<file path="src/rtl/shift_operator.sv">
`default_nettype none
// ============================================================================
// Module   : shift_operator
// Purpose  : Registered 32-bit barrel shifter for the ALU shift path of the
//            multi-cycle MIPS datapath. Shifts operand B by shamt using a
//            five-stage log-depth mux network (1,2,4,8,16) followed by one
//            output register: one-cycle latency, valid strobe alongside.
// Ports    : clk        rising-edge clock
//            rst_n      asynchronous active-low reset
//            in_valid   capture strobe (op/B/shamt sampled on this edge)
//            op         00 SLL, 01 SRL, 10 SRA, 11 ROR or SRL (see macro)
//            B          operand to shift
//            shamt      shift amount 0..31
//            res        registered shift result
//            out_valid  high for one cycle when res was updated
// Config   : SHIFT_OPERATOR_ROR_EN
//              defined   -> op=11 rotates right
//              undefined -> no rotate logic, op=11 behaves as SRL
// Revision : 1.0 - initial release
// ============================================================================
module shift_operator #(
  parameter int WIDTH = 32,                   // must be 32 (5-bit shamt)
  localparam int SHAMT_W = $clog2(WIDTH)
) (
  input  logic               clk,
  input  logic               rst_n,
  input  logic               in_valid,
  input  logic [1:0]         op,
  input  logic [WIDTH-1:0]   B,
  input  logic [SHAMT_W-1:0] shamt,
  output logic [WIDTH-1:0]   res,
  output logic               out_valid
);

  localparam logic [1:0] c_OP_SLL = 2'b00;
  localparam logic [1:0] c_OP_SRA = 2'b10;
`ifdef SHIFT_OPERATOR_ROR_EN
  localparam logic [1:0] c_OP_ROR = 2'b11;
`endif

  logic [WIDTH-1:0] res_q;
  logic [WIDTH-1:0] res_d;
  logic             out_valid_q;

  logic             w_right;
  logic             w_fill;
  logic             w_rot;
  logic [WIDTH-1:0] w_net;
  logic [WIDTH-1:0] w_lo;

  function automatic logic [WIDTH-1:0] bitrev(input logic [WIDTH-1:0] v);
    logic [WIDTH-1:0] r;
    for (int i = 0; i < WIDTH; i++) begin
      r[i] = v[WIDTH-1-i];
    end
    return r;
  endfunction

  // Only a left-shift network is built. Right shifts/rotates reverse the
  // operand on the way in and out, so one network serves every op.
  always_comb begin
    w_right = (op != c_OP_SLL);
    w_fill  = (op == c_OP_SRA) & B[WIDTH-1];
`ifdef SHIFT_OPERATOR_ROR_EN
    w_rot   = (op == c_OP_ROR);
`else
    w_rot   = 1'b0;
`endif
    w_lo    = '0;
    w_net   = w_right ? bitrev(B) : B;
    for (int k = 0; k < SHAMT_W; k++) begin
      if (shamt[k]) begin
        // Bits entering at the LSB end: the bits falling off the top for a
        // rotate, otherwise the fill bit (sign for SRA, zero elsewhere).
        w_lo  = w_rot ? (w_net >> (WIDTH - (1 << k)))
                      : ({WIDTH{w_fill}} & ~({WIDTH{1'b1}} << (1 << k)));
        w_net = (w_net << (1 << k)) | w_lo;
      end
    end
    res_d = w_right ? bitrev(w_net) : w_net;
  end

  always_ff @(posedge clk or negedge rst_n) begin
    if (!rst_n) begin
      res_q       <= '0;
      out_valid_q <= 1'b0;
    end else begin
      out_valid_q <= in_valid;
      if (in_valid) begin
        res_q <= res_d;
      end
    end
  end

  assign res       = res_q;
  assign out_valid = out_valid_q;

endmodule
`default_nettype wire

</file>
<file path="config.mk">
export PLATFORM = sky130hd
export DESIGN_NAME = shift_operator
export DESIGN_NICKNAME = d
export VERILOG_FILES = /design/src/rtl/shift_operator.sv
export SDC_FILE = /design/constraint.sdc
export NUM_CORES = 1
export LEC_CHECK = 0
export BUFFER_PORTS_ARGS = -buffer_cell sky130_fd_sc_hd__clkbuf_2
export CAP_MARGIN = 20
export CORE_ASPECT_RATIO = 0.7
export CORE_MARGIN = 2
export CORE_UTILIZATION = 50
export DETAILED_ROUTE_END_ITERATION = 8
export PLACE_DENSITY = 0.73
export SLEW_MARGIN = 30
export SYNTH_ARGS = -nofsm -noshare
export SYNTH_HDL_FRONTEND = slang
export SYNTH_SLANG_ARGS = --single-unit
</file>
<file path="constraint.sdc">
create_clock -name clk -period 1 [get_ports clk]
set_input_delay 0.2 -clock clk [delete_from_list [all_inputs] [get_ports clk]]
set_output_delay 0.2 -clock clk [all_outputs]
set_load 0.02 [all_outputs]
</file>
==> results.json <==
{
  "outcome": "finished, violations left",
  "violations": "design-rule violations, negative setup slack",
  "rsz0062_at_grt": "yes",
  "synth_edf_count": 0,
  "layout.cells.non_filler": 783,
  "synth_compound_area_share_pct": 25.88,
  "pre_cts_ws_ns": -1.642,
  "overflow": 0,
  "drv_cap": 0,
  "ff_latch_area_um2": 825.8,
  "hpwl_mm": 13.01,
  "synth-adder-area-share_pct": 0,
  "synthArstFlopShare_pct": 100.0,
  "syn_nets": 500,
  "drive_above_1_share_pct": 55.57,
  "worst-slew-pin-transition_ns": 0.7204,
  "crit-reg2reg-launch": "res[27]",
  "synth_xor_area_share_pct": 0.2214,
  "synth_top_family_by_area": "multiplexers",
  "min_period_ns": 2.606,
  "grt_pass1_vias": 4754,
  "wire_per_inst_um": 25.18,
  "ys_seq_area_share_pct": 20.88,
  "num_vias": 5539,
  "final_common_cell": "buf_4",
  "ys_ff_latch": 33,
  "fillers": 430,
  "synthMuxAreaShare_pct": 31.38,
  "dp_cells": 723,
  "rows": 27,
  "multi_input_area_mm2": 0.003344,
  "cts_made_buffers": 5,
  "holdCritPathClass": "input pin to flip-flop",
  "drv_slew": 0,
  "layout_common_cells": "163 x buf_4, 46 x mux2i_1, 43 x nand2_1, 40 x nor2_1, 38 x clkbuf_2",
  "ys.flop_type": "dfrtp_1",
  "relSlewSlack_pct": 51.46,
  "endpoint_kind": "flip-flop",
  "finalSetupViolations": 64,
  "startpoint_type": "input pin",
  "p_leak_nw": 3.012,
  "synth.distinct_cells": 59,
  "nets": 723,
  "clk_path_buf_depth": 2,
  "track_usage_pct": 40.11,
  "clock_latency_ns": 0.28,
  "syn_inst": 458,
  "detail_route.first_pass.iterations": 9,
  "reg2reg_to": "res[27]",
  "syn_area_per_cell_um2": 8.635,
  "timing.fmax_ghz": 0.3837,
  "crit_type": "input pin to flip-flop",
  "io_pins": 75,
  "syn_to_final_growth_pct": 68.97,
  "power_density_mw_per_mm2": 1118,
  "synth-simple-area-share_pct": 15.53,
  "antenna_found_initial": 0,
  "cts_tree": "built",
  "reg2reg_depth": 4,
  "syn_area_mm2": 0.003955,
  "cts-root-buf": "clkbuf_16",
  "cts_sinks": 33,
  "path_clk_slew_ns": 0.06,
  "arrival_ns": 2.72,
  "core_area_mm2": 0.007770,
  "min_to": "out_valid",
  "hp-start": "in_valid",
  "drcViolationCount": 14,
  "die_y_um": 78.41,
  "vias_per_cell": 7.074,
  "place_congestion": 0.9640,
  "yosysWarningCount": 0,
  "fin_skew_ns": 0,
  "fp.dieArea_mm2": 0.008649,
  "fin_util_pct": 86.01,
  "cp_data_required_time_ns": 1.12,
  "io_buffer_count": 74,
  "num_antenna_cells": 0,
  "crit_path_max_fanout": 15,
  "worst_slack_ns": -1.606,
  "grt_max_degree": 34,
  "htree_num_levels": 2,
  "irDropWorstVdd_uv": 1024,
  "hold_viol_final": 0,
  "drtIter0Drc": 926,
  "final_antenna_net_count": 0,
  "finalCritPeriodShare_pct": 260.6,
  "whs_path_depth": 2,
  "initial_core_util_pct": 50.90,
  "wl_mm": 19.71,
  "reg2reg_slack_ns": -0.32,
  "die_x_um": 110.3,
  "grt_pass1_wl_mm": 26.17
}
==> where the power goes <==
group,switching [mW],internal (mW)
logic,2.14,2.10
registers,0.156,1.53
clock network,0.628,0.916
==> layer usage <==
layer	up-vias	track usage [%]	part of all wire, %
met2	540	60.37	43
met3	138	11.46	14
met5	-	0	0.31
li1	2241	-	-
met1	2618	58.04	38
met4	2	7.000	4.8
==> cell families after synthesis <==
group                     after synthesis
AOI/OAI and AO/OA                     142
muxes                                  93
DFF                                    33
xor gates and xnor gates                1
and+or+nand+nor                       135
buffers and inverters                  54
==> layout make-up <==
type                            instances  area share [%]
Clock buffer                            6           1.928
Clock inverter                          2          0.1498
Inverter                               10          0.5617
Multi-Input combinational cell        371           50.05
Sequential cell                        33           12.36
Tap cell                              101           1.891
Timing Repair Buffer                  260           33.06
==> registers in the layout (all words and copies together), names as in the netlist <==
name,flops
res,32
out_valid,1
==> worst max path at each step <==
stage                from  slack, ns  cells past startpoint       to
floorplan           op[0]      -1.45                      9  res[20]
global placement    op[0]      -1.61                      9  res[11]
detailed placement  op[0]      -1.64                      9  res[20]
CTS                 op[1]      -1.34                      9  res[20]
global route        op[0]      -1.61                     13  res[27]
finish              op[0]      -1.61                     13  res[27]
==> critical path: stages <==
cell	delay (ns)
buf_8	0.10
nor2_4	0.21
buf_4	0.16
buf_6	0.08
buf_6	0.09
buf_12	0.15
mux4_2	0.56
nor2_4	0.11
a221oi_2	0.04
buf_4	0.17
a2bb2oi_4	0.18
a32oi_1	0.13
a21oi_1	0.53
==> synthesized netlist by cell type, types with 4 or more instances <==
master / count / area (um2)
a22oi_1: 12 / 90.09
a31oi_1: 8 / 50.05
a222oi_1: 4 / 40.04
nor3_1: 6 / 30.03
a21oi_1: 19 / 95.09
o21ai_0: 21 / 105.1
a2bb2oi_1: 5 / 43.79
o21ai_1: 4 / 20.02
nand2_1: 48 / 180.2
mux2_2: 14 / 157.7
o221ai_1: 9 / 78.83
mux4_2: 20 / 450.4
a221oi_1: 6 / 52.55
o211ai_1: 8 / 60.06
inv_1: 7 / 26.28
o31ai_1: 4 / 30.03
nand4_1: 4 / 25.02
buf_2: 10 / 50.05
a221o_1: 9 / 90.09
mux2i_1: 55 / 550.5
dfrtp_1: 33 / 825.8
clkbuf_1: 28 / 105.1
nand3_1: 9 / 45.04
nor2_1: 45 / 168.9
o22ai_1: 9 / 56.30
and2_1: 6 / 37.54
==> through the flow <==
| step | power, mW | setup TNS, ns | hold WS [ns] | instance area [um2] |
|---|---|---|---|---|
| final | 7.471 | -39.64 | 0.3195 | 6683 |
| after floorplan | 3.319 | -37.17 | -0.09559 | 4005 |
| after CTS | 6.481 | -36.99 | 0.3011 | 5846 |
| after global placement | 4.555 | -45.63 | 0.1681 | 5333 |
| after detailed placement | 4.628 | -46.16 | 0.1756 | 5333 |
| after global routing | 7.677 | -42.40 | 0.3332 | 6683 |
==> timing repair <==
action	in CTS	in global routing
hold buffers	1	0
resized for setup	51	149
setup endpoints to repair	64	65
pin swaps	3	30
gates cloned	0	1
setup buffers	18	33
hold endpoints to repair	33	0
(Power assumes the default switching activity.)
